## config.mk

```make
export PLATFORM = sky130hd
export DESIGN_NAME = axil_master_bridge
export DESIGN_NICKNAME = d
export VERILOG_FILES = /design/src/rtl/axil_master_bridge_pkg.sv /design/src/rtl/axil_master_bridge.sv
export SDC_FILE = /design/constraint.sdc
export NUM_CORES = 1
export LEC_CHECK = 0
export ABC_AREA = 1
export CAP_MARGIN = 20
export CORE_MARGIN = 2
export CORE_UTILIZATION = 30
export CTS_CLUSTER_SIZE = 14
export DETAILED_ROUTE_END_ITERATION = 10
export PLACE_DENSITY = 0.62
export REMOVE_ABC_BUFFERS = 1
export SLEW_MARGIN = 15
export SYNTH_ARGS = -nofsm -noshare
export SYNTH_HDL_FRONTEND = slang
export SYNTH_SLANG_ARGS = --single-unit
```

## constraint.sdc

```tcl
create_clock -name clk -period 2.6 [get_ports clk]
set_input_delay 0.52 -clock clk [delete_from_list [all_inputs] [get_ports clk]]
set_output_delay 0.52 -clock clk [all_outputs]
set_load 0.02 [all_outputs]
```

## src/rtl/axil_master_bridge_pkg.sv

```systemverilog
// Shared types and widths for the AXI4-Lite master bridge.
package axil_master_bridge_pkg;

  localparam int AXIL_ADDR_W     = 32;
  localparam int AXIL_DATA_W     = 32;
  localparam int AXIL_STRB_W     = 4;
  localparam int TIMEOUT_CYC_DEF = 256;

  typedef enum logic [2:0] {
    IDLE = 3'd0,
    WR   = 3'd1,
    RA   = 3'd2,
    RD   = 3'd3,
    RSP  = 3'd4
  } state_t;

endpackage

```

## src/rtl/axil_master_bridge.sv

```systemverilog
// Single-outstanding cmd/rsp port to AXI4-Lite master (AW/W/AR/R, no B) with a bus-wait timeout.
// Best case: write rsp 2 cycles after cmd, read rsp 3 cycles; rsp held until rsp_ready.
module axil_master_bridge
  import axil_master_bridge_pkg::*;
#(
  parameter int                     TIMEOUT_CYC = TIMEOUT_CYC_DEF,
  parameter logic [AXIL_DATA_W-1:0] ERR_RDATA   = '0
) (
  input  logic                   clk,
  input  logic                   rst_n,
  input  logic                   cmd_valid,
  output logic                   cmd_ready,
  input  logic                   cmd_we,
  input  logic [AXIL_ADDR_W-1:0] cmd_addr,
  input  logic [AXIL_DATA_W-1:0] cmd_wdata,
  input  logic [AXIL_STRB_W-1:0] cmd_wstrb,
  output logic                   rsp_valid,
  input  logic                   rsp_ready,
  output logic [AXIL_DATA_W-1:0] rsp_rdata,
  output logic                   rsp_err,
  output logic [AXIL_ADDR_W-1:0] m_axi_awaddr,
  output logic                   m_axi_awvalid,
  input  logic                   m_axi_awready,
  output logic [AXIL_DATA_W-1:0] m_axi_wdata,
  output logic [AXIL_STRB_W-1:0] m_axi_wstrb,
  output logic                   m_axi_wvalid,
  input  logic                   m_axi_wready,
  output logic [AXIL_ADDR_W-1:0] m_axi_araddr,
  output logic                   m_axi_arvalid,
  input  logic                   m_axi_arready,
  input  logic [AXIL_DATA_W-1:0] m_axi_rdata,
  input  logic                   m_axi_rvalid,
  output logic                   m_axi_rready
);

  localparam int CNT_W = (TIMEOUT_CYC > 0) ? $clog2(TIMEOUT_CYC + 1) : 1;
  localparam logic [CNT_W-1:0] CNT_LAST = (TIMEOUT_CYC > 0) ? CNT_W'(TIMEOUT_CYC - 1) : '0;
  localparam logic [CNT_W-1:0] CNT_MAX  = '1;

  state_t state_q, state_d;

  logic                   awvalid_q, awvalid_d;
  logic                   wvalid_q, wvalid_d;
  logic                   arvalid_q, arvalid_d;
  logic [AXIL_ADDR_W-1:0] awaddr_q, awaddr_d;
  logic [AXIL_ADDR_W-1:0] araddr_q, araddr_d;
  logic [AXIL_DATA_W-1:0] wdata_q, wdata_d;
  logic [AXIL_STRB_W-1:0] wstrb_q, wstrb_d;
  logic                   rsp_valid_q, rsp_valid_d;
  logic [AXIL_DATA_W-1:0] rsp_rdata_q, rsp_rdata_d;
  logic                   rsp_err_q, rsp_err_d;
  logic                   aw_done_q, aw_done_d;
  logic                   w_done_q, w_done_d;
  logic [CNT_W-1:0]       to_cnt_q;

  logic aw_hs, w_hs, ar_hs, aw_fin, w_fin, timeout;

  assign aw_hs   = awvalid_q & m_axi_awready;
  assign w_hs    = wvalid_q & m_axi_wready;
  assign ar_hs   = arvalid_q & m_axi_arready;
  assign aw_fin  = aw_done_q | aw_hs;
  assign w_fin   = w_done_q | w_hs;
  assign timeout = (TIMEOUT_CYC != 0) && (to_cnt_q == CNT_LAST);

  always_ff @(posedge clk) begin
    if (!rst_n) state_q <= IDLE;
    else        state_q <= state_d;
  end

  // Completion is tested before timeout so a last-cycle handshake still succeeds.
  always_comb begin
    state_d = state_q;
    case (state_q)
      IDLE:    if (cmd_valid) state_d = cmd_we ? WR : RA;
      WR:      if ((aw_fin && w_fin) || timeout) state_d = RSP;
      RA:      if (ar_hs) state_d = RD;
               else if (timeout) state_d = RSP;
      RD:      if (m_axi_rvalid || timeout) state_d = RSP;
      RSP:     if (rsp_ready) state_d = IDLE;
      default: state_d = IDLE;
    endcase
  end

  always_comb begin
    awvalid_d   = awvalid_q;
    wvalid_d    = wvalid_q;
    arvalid_d   = arvalid_q;
    awaddr_d    = awaddr_q;
    araddr_d    = araddr_q;
    wdata_d     = wdata_q;
    wstrb_d     = wstrb_q;
    rsp_valid_d = rsp_valid_q;
    rsp_rdata_d = rsp_rdata_q;
    rsp_err_d   = rsp_err_q;
    aw_done_d   = aw_done_q;
    w_done_d    = w_done_q;
    case (state_q)
      IDLE: begin
        aw_done_d = 1'b0;
        w_done_d  = 1'b0;
        if (cmd_valid) begin
          if (cmd_we) begin
            awaddr_d = cmd_addr;
            wdata_d  = cmd_wdata;
            wstrb_d  = cmd_wstrb;
            awvalid_d = 1'b1;
            wvalid_d  = 1'b1;
          end else begin
            araddr_d  = cmd_addr;
            arvalid_d = 1'b1;
          end
        end
      end
      WR: begin
        aw_done_d = aw_fin;
        w_done_d  = w_fin;
        if (aw_hs) awvalid_d = 1'b0;
        if (w_hs)  wvalid_d  = 1'b0;
        if (aw_fin && w_fin) begin
          rsp_valid_d = 1'b1;
          rsp_err_d   = 1'b0;
          rsp_rdata_d = '0;
        end else if (timeout) begin
          awvalid_d   = 1'b0;
          wvalid_d    = 1'b0;
          rsp_valid_d = 1'b1;
          rsp_err_d   = 1'b1;
          rsp_rdata_d = '0;
        end
      end
      RA: begin
        if (ar_hs) begin
          arvalid_d = 1'b0;
        end else if (timeout) begin
          arvalid_d   = 1'b0;
          rsp_valid_d = 1'b1;
          rsp_err_d   = 1'b1;
          rsp_rdata_d = ERR_RDATA;
        end
      end
      RD: begin
        if (m_axi_rvalid) begin
          rsp_valid_d = 1'b1;
          rsp_err_d   = 1'b0;
          rsp_rdata_d = m_axi_rdata;
        end else if (timeout) begin
          rsp_valid_d = 1'b1;
          rsp_err_d   = 1'b1;
          rsp_rdata_d = ERR_RDATA;
        end
      end
      RSP: if (rsp_ready) rsp_valid_d = 1'b0;
      default: ;
    endcase
  end

  always_ff @(posedge clk) begin
    if (!rst_n) begin
      awvalid_q   <= 1'b0;
      wvalid_q    <= 1'b0;
      arvalid_q   <= 1'b0;
      awaddr_q    <= '0;
      araddr_q    <= '0;
      wdata_q     <= '0;
      wstrb_q     <= '0;
      rsp_valid_q <= 1'b0;
      rsp_rdata_q <= '0;
      rsp_err_q   <= 1'b0;
      aw_done_q   <= 1'b0;
      w_done_q    <= 1'b0;
    end else begin
      awvalid_q   <= awvalid_d;
      wvalid_q    <= wvalid_d;
      arvalid_q   <= arvalid_d;
      awaddr_q    <= awaddr_d;
      araddr_q    <= araddr_d;
      wdata_q     <= wdata_d;
      wstrb_q     <= wstrb_d;
      rsp_valid_q <= rsp_valid_d;
      rsp_rdata_q <= rsp_rdata_d;
      rsp_err_q   <= rsp_err_d;
      aw_done_q   <= aw_done_d;
      w_done_q    <= w_done_d;
    end
  end

  // Cleared while idle so every transaction starts its bus wait from zero; saturates, never wraps.
  always_ff @(posedge clk) begin
    if (!rst_n || state_q == IDLE) begin
      to_cnt_q <= '0;
    end else if ((state_q == WR || state_q == RA || state_q == RD) && to_cnt_q != CNT_MAX) begin
      to_cnt_q <= to_cnt_q + CNT_W'(1);
    end
  end

  assign cmd_ready     = (state_q == IDLE);
  assign m_axi_rready  = (state_q == IDLE) || (state_q == RD);
  assign m_axi_awvalid = awvalid_q;
  assign m_axi_wvalid  = wvalid_q;
  assign m_axi_arvalid = arvalid_q;
  assign m_axi_awaddr  = awaddr_q;
  assign m_axi_araddr  = araddr_q;
  assign m_axi_wdata   = wdata_q;
  assign m_axi_wstrb   = wstrb_q;
  assign rsp_valid     = rsp_valid_q;
  assign rsp_rdata     = rsp_rdata_q;
  assign rsp_err       = rsp_err_q;

endmodule

```

**Yosys cells after proc, flatten, opt, wreduce, memory -nomap -nowiden**

Index checks and enable logic that the tools add are counted.
Widths: inputs -> output; s select.

- $add $sub $neg: 1
- Multiplexer cells: 41
- Bitwise operators: 6
- Reductions and logical operators: 21
- Eq/ne operators: 14

Operator list:

| cell | count |
|---|---|
| $mux 32 | 4 |
| $pmux 32 s3 | 1 |
| $mux 1 | 21 |
| $mux 3 | 6 |
| $pmux 3 s5 | 1 |
| $ne 2x2->1 const B | 6 |
| $reduce_and 3->1 | 4 |
| $pmux 1 s2 | 5 |
| $add 9x1->9 const B | 1 |
| $eq 9x8->1 const B | 1 |
| $ne 9x9->1 const B | 1 |
| $eq 3x2->1 const B | 2 |
| $logic_or 1x1->1 | 6 |
| $reduce_and 5->1 | 1 |
| $pmux 1 s4 | 1 |
| $reduce_and 4->1 | 1 |
| $reduce_bool 2->1 | 2 |
| $reduce_bool 4->1 | 1 |
| $and 1x1->1 | 3 |
| $eq 3x1->1 const B | 1 |
| $eq 3x3->1 const B | 1 |
| $logic_not 3->1 | 1 |
| $ne 3x3->1 const B | 1 |
| $pmux 1 s3 | 1 |
| 8 further kinds | 10 |

- Register bits after elaboration: 151
- Logic and storage cells: 97
- Output and inout port bits: 139

**Depth between registers and ports, before layout**

Gate-level depths: netlist of the first run.

- Depth after elaboration: 6
- Gate-level depth with buffers: 12
- Depth with buffers taken out: 12

**Worst setup path before layout of the first run**

No wires, ideal clock.

- Kind: register to register
- Start point: register to_cnt_q[0]
- End point: register rsp_rdata_q[10] (netlist: rsp_rdata[10])
- Library setup time: 132 ps
- Path buffers: 2
- Stages on the path, launching flop included: 13
- Path slack: 472 ps
- Clock period less this slack: 2128 ps
- Arrival time: 1995 ps
- Path through: dfxtp_1 ha_1 nand2_1 nor3_1 and3_1 ha_1 clkbuf_1 clkbuf_1 nor2_1 nand3_1 nand3_1 nand2_1 a21oi_1

- Word-level cells in the longest chain between the ends: 4
- Elaborated cells between the ends (all ways): 6
- Those cells by class: eq/ne (1); mux (5)

Ends and longest elaborated chain:

| item | RTL line | text |
|---|---|---|
| from (decl) | axil_master_bridge.sv:54 | `logic [CNT_W-1:0] to_cnt_q;` |
| from (signal assigned) | axil_master_bridge.sv:192 | `to_cnt_q <= to_cnt_q + CNT_W'(1);` |
| $eq 9x8->1 * | axil_master_bridge.sv:63 | `assign timeout = (TIMEOUT_CYC != 0) && (to_cnt_q == CNT_LAST);` |
| $mux 32 * | - |  |
| $mux 32 (on tied branches) | - |  |
| $pmux 32 s3 * | - |  |
| to (signal assigned) | axil_master_bridge.sv:180 | `rsp_rdata_q <= rsp_rdata_d;` |
| to (decl) | axil_master_bridge.sv:50 | `logic [AXIL_DATA_W-1:0] rsp_rdata_q, rsp_rdata_d;` |

Mark *: on every way between the ends. The rest lies on a longest branch, timed or not. The select of a mux whose other input is x is not followed.
A chain may end at the register's enable or synchronous reset.

**Final worst setup path of the first run**

- Start point: register state_q[1]
- End point: output port m_axi_rready

- Word-level cells in the longest chain between the ends: 2
- Elaborated cells between the ends (all ways): 3
- Those cells by class: eq/ne (1); reduce/logical (2)

Ends and longest elaborated chain:

| item | RTL line | text |
|---|---|---|
| from (decl) | axil_master_bridge.sv:40 | `state_t state_q, state_d;` |
| from (signal assigned) | axil_master_bridge.sv:67 | `else state_q <= state_d;` |
| $eq 3x2->1 or $logic_not 3->1 (tied branches) | axil_master_bridge.sv:197 | `assign m_axi_rready = (state_q == IDLE) \|\| (state_q == RD);` |
| $logic_or 1x1->1 * | axil_master_bridge.sv:197 |  |
| to (decl) | axil_master_bridge.sv:33 | `output logic m_axi_rready` |

Mark *: on every way between the ends. The rest lies on a longest branch, timed or not.

==> results of run 1 <==
## logic make-up (layout without fill, tap and decap cells)
family                     count (synthesis)  in the layout
and+or+nand+nor                          527            527
other                                      0              2
buffers and inverters                    141            364
adders and majority gates                  4              4
DFF                                      151            151
AOI/OAI and AO/OA                        197            197
## metal layers
layer	GRT usage	vias up
met4	0.0419	0
met5	0	-
met3	0.0851	15
met2	0.303	290
li1	-	3765
met1	0.238	3387
## power groups by stage
stage / sequential [mW] / combinational (mW) / clock (mW)
2_1_floorplan: 3.18 / 1.35 / 0
3_3_place_gp: 2.86 / 3.16 / 0
3_5_place_dp: 2.86 / 3.16 / 0
4_1_cts: 2.82 / 3.17 / 2.51
5_1_grt: 2.86 / 3.44 / 2.61
6_report: 2.82 / 3.15 / 2.45
## worst min-delay path, delay by kind of cell (launching register included)
family,cells,cell delay (ns)
compound gates,1,0.05
buf+inv,1,0.05
flops,1,0.31
## registers in the layout, indices dropped and copies added, names as in the netlist
register       flops
rsp_rdata         32
m_axi_wstrb        4
rsp_valid          1
m_axi_awaddr      32
m_axi_wvalid       1
w_done_q           1
rsp_err            1
m_axi_arvalid      1
aw_done_q          1
m_axi_awvalid      1
m_axi_araddr      32
m_axi_wdata       32
to_cnt_q           9
state_q            3
## area by class of cell
type / count / area, um2 / share of cell area
multi-input combinational: 728 / 3410 / 0.328
antenna: 2 / 5.00 / 0.000482
clock inverter: 14 / 148 / 0.0142
tap: 313 / 392 / 0.0377
sequential: 151 / 3020 / 0.291
timing repair buffer: 267 / 2730 / 0.263
clock buffer: 18 / 429 / 0.0414
inverter: 65 / 245 / 0.0236
## worst paths after layout
check / depth (start not counted) / end / from / slack [ns]
hold reg to reg: 2 / to_cnt_q[4] / to_cnt_q[4] / 0.45
setup / recovery: 3 / m_axi_rready / state_q[1] / 0.11
setup reg to reg: 11 / rsp_rdata[0] / to_cnt_q[0] / 0.25
hold / removal: 2 / to_cnt_q[4] / to_cnt_q[4] / 0.45
## metrics by stage
step,instance area [um2],setup slack (ns),std cells,TNS [ns]
after floorplan,6670,-0.174,944,-5.41
after global placement,9790,0.177,1523,0
after detailed placement,9790,0.175,1523,0
after CTS,10400,0.0984,1555,0
after global routing,10400,0.0177,1556,0
final,10400,0.108,1558,0
## layout by cell type (no fill, tap or decap), types with 10 or more instances in the layout
cell type	n
nor2_1	103
buf_4	10
clkdlybuf4s50_1	246
clkbuf_16	17
a21oi_1	117
inv_1	62
nand2_1	200
o21ai_0	74
nand3_1	174
or2_2	31
dfxtp_1	151
==> flow_summary_export.csv, run 1 <==
group,metric,value,unit
place,place_congestion,0.758,
timing,finalHoldViolations,0,
worst_setup_path,cpPeakStageDelay,0.68,ns
clock_network,cts.root.buffer_cell,"clkbuf_16",
die,num_rows,55,
global_route,first_global_vias,7188,
logic_synthesis,syn_area,0.00702,mm2
detailed_routing,wl_per_cell,15.1,um
detailed_routing,postRouteAntennaNets,0,
logic_synthesis,synth-simple-area-share,0.337,
power,p_sw_frac,0.397,
detailed_routing,drtIter0Drc,402,
global_route,antenna_found_initial,2,
power,powerDensity,811,mW/mm2
power,ir_worst_vdd,0.000437,V
worst_setup_path,crit_type,"reg -> out",
detailed_routing,drt-met1-wl,10300,um
die,die_w,157,um
logic_synthesis,synthArstFlopShare,0,
die,num_io_pins,248,
global_route,grt_max_degree,70,
clock_network,cts_setup_buffers,0,
worst_setup_path,arrival,1.97,ns
global_route,grt_pass1_wl,37600,um
logic_synthesis,seq_area_frac_synth,0.431,
final_layout,fillCellCount,2276,
timing,timing.final.crit_share,0.958,
timing,tightest_slew,0.513,ns
place,dpl.hpwl,15500,um
logic_synthesis,synth_edf_count,0,
power,p_clk_frac,0.291,
detailed_routing,wl_met2,10400,um
clock_network,clockBufferDepth,2,
logic_synthesis,synth_ff_type,"dfxtp_1",
logic_synthesis,synth_most_common_cell,"nand2_1",
timing,hold_ws,0.452,ns
timing,min_period,2.49,ns
place,portBuffers,247,
clock_network,cts_tree,"yes",
die,fp.dieArea,0.0246,mm2
clock_network,cts_htree_levels,4,
global_route,grt_usage,0.191,
worst_setup_path,crit_buf_inv,2,
logic_synthesis,synth_xor_area_frac,0,
logic_synthesis,synth_seq_cells,151,
timing,setup_viol,0,
die,die_h,157,um
worst_setup_path,crit_family,"buffers and inverters",
worst_setup_path,cp-start-kind,"flop",
logic_synthesis,avgSynthCellArea,6.88,um2
global_route,overflow,0,
worst_setup_path,end_kind,"output port",
power,power_frac_seq,0.335,
run,maxCapViolCount,0,
timing,drv_slew,0,
power,leakage,3.85,nW
worst_setup_path,worstPathRequired,2.08,ns
die,initial_core_util,0.308,
run_status,outcome,"complete, no violations",
clock_network,cts_resized,0,
detailed_routing,highest_layer,"met4",
clock_network,cts_hold_buffers,0,
detailed_routing,num_vias,7457,
logic_synthesis,synth_cell_type_count,28,
clock_network,cts.sinks,151,
logic_synthesis,synth_area_leaders,"dfxtp_1 (43%), nand3_1 (12%), nand2_1 (11%), a21oi_1 (8.3%), nor2_1 (5.5%)",
final_layout,nets,1343,
detailed_routing,drc_errors,0,
timing,rsz0062_at_grt,"false",
logic_synthesis,synth_top_family_by_area,"simple AND/OR/NAND/NOR gates",
clock_network,clk_pin_slew,0.07,ns
logic_synthesis,synth_common_cells,"nand2_1 (200), nand3_1 (174), dfxtp_1 (151)",
power,switching_power,3.34,mW
logic_synthesis,synth_compound_area_frac,0.142,
detailed_routing,firstDrtPassIters,5,
detailed_routing,routed_wl,23600,um
logic_synthesis,yosys_warnings,0,
logic_synthesis,synth_mux_area_frac,0,
hold_path,min_path_type,"reg -> reg",
clock_network,numCtsBuffers,17,
timing,fmax,401,MHz
final_layout,syn_to_final_growth,47.9,%
final_layout,final_core_util,0.456,
power,internal_power,5.08,mW
timing,relSlewSlack,0.657,
logic_synthesis,synth_top_area_frac,0.431,
clock_network,clk_latency,0.42,ns
worst_setup_path,critPathSlowestCell,"clkdlybuf4s50_1",
detailed_routing,wl_met3,2690,um
power,p_comb_frac,0.374,
logic_synthesis,synthAdderAreaFrac,0.00713,
timing,skew,0.0127,ns
die,core,0.0228,mm2
worst_setup_path,crit_fanout,7,
power,total_power,8.42,mW
detailed_routing,routed_via_density,4.79,
worst_setup_path,path_cells,"inv_1, o21ai_0, clkdlybuf4s50_1",
final_layout,drive_gt1_frac,0.0796,
logic_synthesis,netlist_instances,1020,
logic_synthesis,synth_top_area_cell,"dfxtp_1",
Note: power is estimated with default switching activity, not from simulation.
==> run 2: changes to the inputs <==
--- a/config.mk
+++ b/config.mk
@@ -7,7 +7,6 @@
 export LEC_CHECK = 0
 export ABC_AREA = 1
 export CAP_MARGIN = 20
-export CORE_MARGIN = 2
 export CORE_UTILIZATION = 30
 export CTS_CLUSTER_SIZE = 14
 export DETAILED_ROUTE_END_ITERATION = 10
==> flow_summary_export.csv, run 2 (synthesized netlist as in run 1, its figures left out) <==
group,metric,value,unit
run_status,outcome,"complete, no violations",
detailed_routing,routed_via_density,4.83,
worst_setup_path,crit_fanout,7,
global_route,antenna_found_initial,0,
clock_network,clockBufferDepth,2,
timing,hold_ws,0.448,ns
final_layout,diodes,0,
die,initial_core_util,0.308,
final_layout,multiInputGateArea,0.00341,mm2
worst_setup_path,crit_type,"reg -> out",
clock_network,clk_pin_slew,0.07,ns
timing,tightest_slew,0.713,ns
power,powerDensity,817,mW/mm2
die,core,0.0228,mm2
worst_setup_path,arrival,1.92,ns
clock_network,numCtsBuffers,17,
timing,timing.final.crit_share,0.937,
final_layout,final_core_util,0.454,
worst_setup_path,cp-endpoint,"m_axi_rready",
power,leakage,3.83,nW
clock_network,cts_resized,0,
place,dpl.hpwl,15100,um
timing,fmax,410,MHz
worst_setup_path,cp-start-kind,"flop",
timing,skew,0.00976,ns
detailed_routing,routed_wl,23400,um
detailed_routing,drtIter0Drc,333,
timing,setup-tns-final,0,ns
die,fp.dieArea,0.0240,mm2
worst_setup_path,worstRegToRegCells,11,
timing,relSlewSlack,0.525,
timing,finalHoldViolations,0,
hold_path,hold_path_depth,2,
clock_network,cts_hold_buffers,0,
worst_setup_path,r2r-end,"rsp_rdata[29]",
final_layout,syn_to_final_growth,47.4,%
clock_network,cts_setup_buffers,0,
clock_network,cts.sinks,151,
die,num_io_pins,248,
detailed_routing,wl_per_cell,15.0,um
final_layout,layout_common_cells,"clkdlybuf4s50_1 (246), nand2_1 (200), nand3_1 (174), dfxtp_1 (151), a21oi_1 (117)",
detailed_routing,firstDrtPassIters,5,
worst_setup_path,r2r_setup_slack,0.41,ns
clock_network,clk_latency,0.43,ns
final_layout,fillCellCount,2345,
worst_setup_path,critPathLaunch,"state_q[1]",
clock_network,cts.root.buffer_cell,"clkbuf_16",
place,place_congestion,0.784,
global_route,grt_usage,0.194,
die,die_w,155,um
detailed_routing,drc_errors,0,
global_route,grt_max_degree,72,
final_layout,final_common_cell,"clkdlybuf4s50_1",
timing,setup_viol,0,
detailed_routing,num_vias,7510,
worst_setup_path,end_kind,"output port",
final_layout,nets,1344,
worst_setup_path,rr_startpoint,"to_cnt_q[0]",
final_layout,seq_area,0.00302,mm2
hold_path,min_path_type,"reg -> reg",
global_route,overflow,0,
worst_setup_path,worstPathRequired,2.08,ns
die,num_rows,55,
power,ir_worst_vdd,0.000442,V
timing,rsz0062_at_grt,"false",
final_layout,drive_gt1_frac,0.0805,
global_route,first_global_vias,7077,
run,maxCapViolCount,0,
detailed_routing,postRouteAntennaNets,0,
global_route,grt_pass1_wl,37100,um
clock_network,cts_htree_levels,4,
timing,min_period,2.44,ns
place,portBuffers,247,
timing,drv_slew,0,
die,die_h,155,um
clock_network,cts_tree,"yes",
power,total_power,8.45,mW
[run 2: worst min path at each step]
stage | endpoint | startpoint | slack, ns
after floorplan | to_cnt_q[4] | to_cnt_q[4] | 0.42
after global placement | to_cnt_q[4] | to_cnt_q[4] | 0.44
after detailed placement | to_cnt_q[4] | to_cnt_q[4] | 0.44
after CTS | to_cnt_q[4] | to_cnt_q[4] | 0.45
after global routing | m_axi_wdata[3] | m_axi_wdata[3] | 0.48
final | to_cnt_q[4] | to_cnt_q[4] | 0.45
[run 2: stage by stage]
step	area [um2]	worst slack (ns)	instances
final	10300	0.164	1556
after global routing	10300	0.0399	1556
after CTS	10300	0.119	1556
after detailed placement	9770	0.451	1525
after floorplan	6670	-0.174	944
after global placement	9770	0.507	1525
[run 2: where the power goes]
group | internal, mW | leakage (nW) | switching (mW)
clock | 1.36 | 0.278 | 1.12
combinational | 1.17 | 2.32 | 1.98
sequential | 2.62 | 1.23 | 0.201
[run 2: worst max-delay path: stages (launching register included)]
cell,delay (ns)
dfxtp_1,0.49
inv_1,0.13
o21ai_0,0.23
clkdlybuf4s50_1,0.64
[run 2: layer usage]
layer | vias up | track usage | part of all wire
met4 | 0 | 0.0514 | 0.0080
met5 | - | 0 | 0
met1 | 3472 | 0.244 | 0.44
met2 | 261 | 0.304 | 0.45
met3 | 12 | 0.0819 | 0.10
li1 | 3765 | - | -
[run 2: final cells by class]
type	instances	share of cell area
Inverter	65	0.0237
Clock buffer	17	0.0411
Timing Repair Buffer	268	0.261
Sequential cell	151	0.292
Tap cell	313	0.0379
Clock inverter	14	0.0144
Multi-Input combinational cell	728	0.330
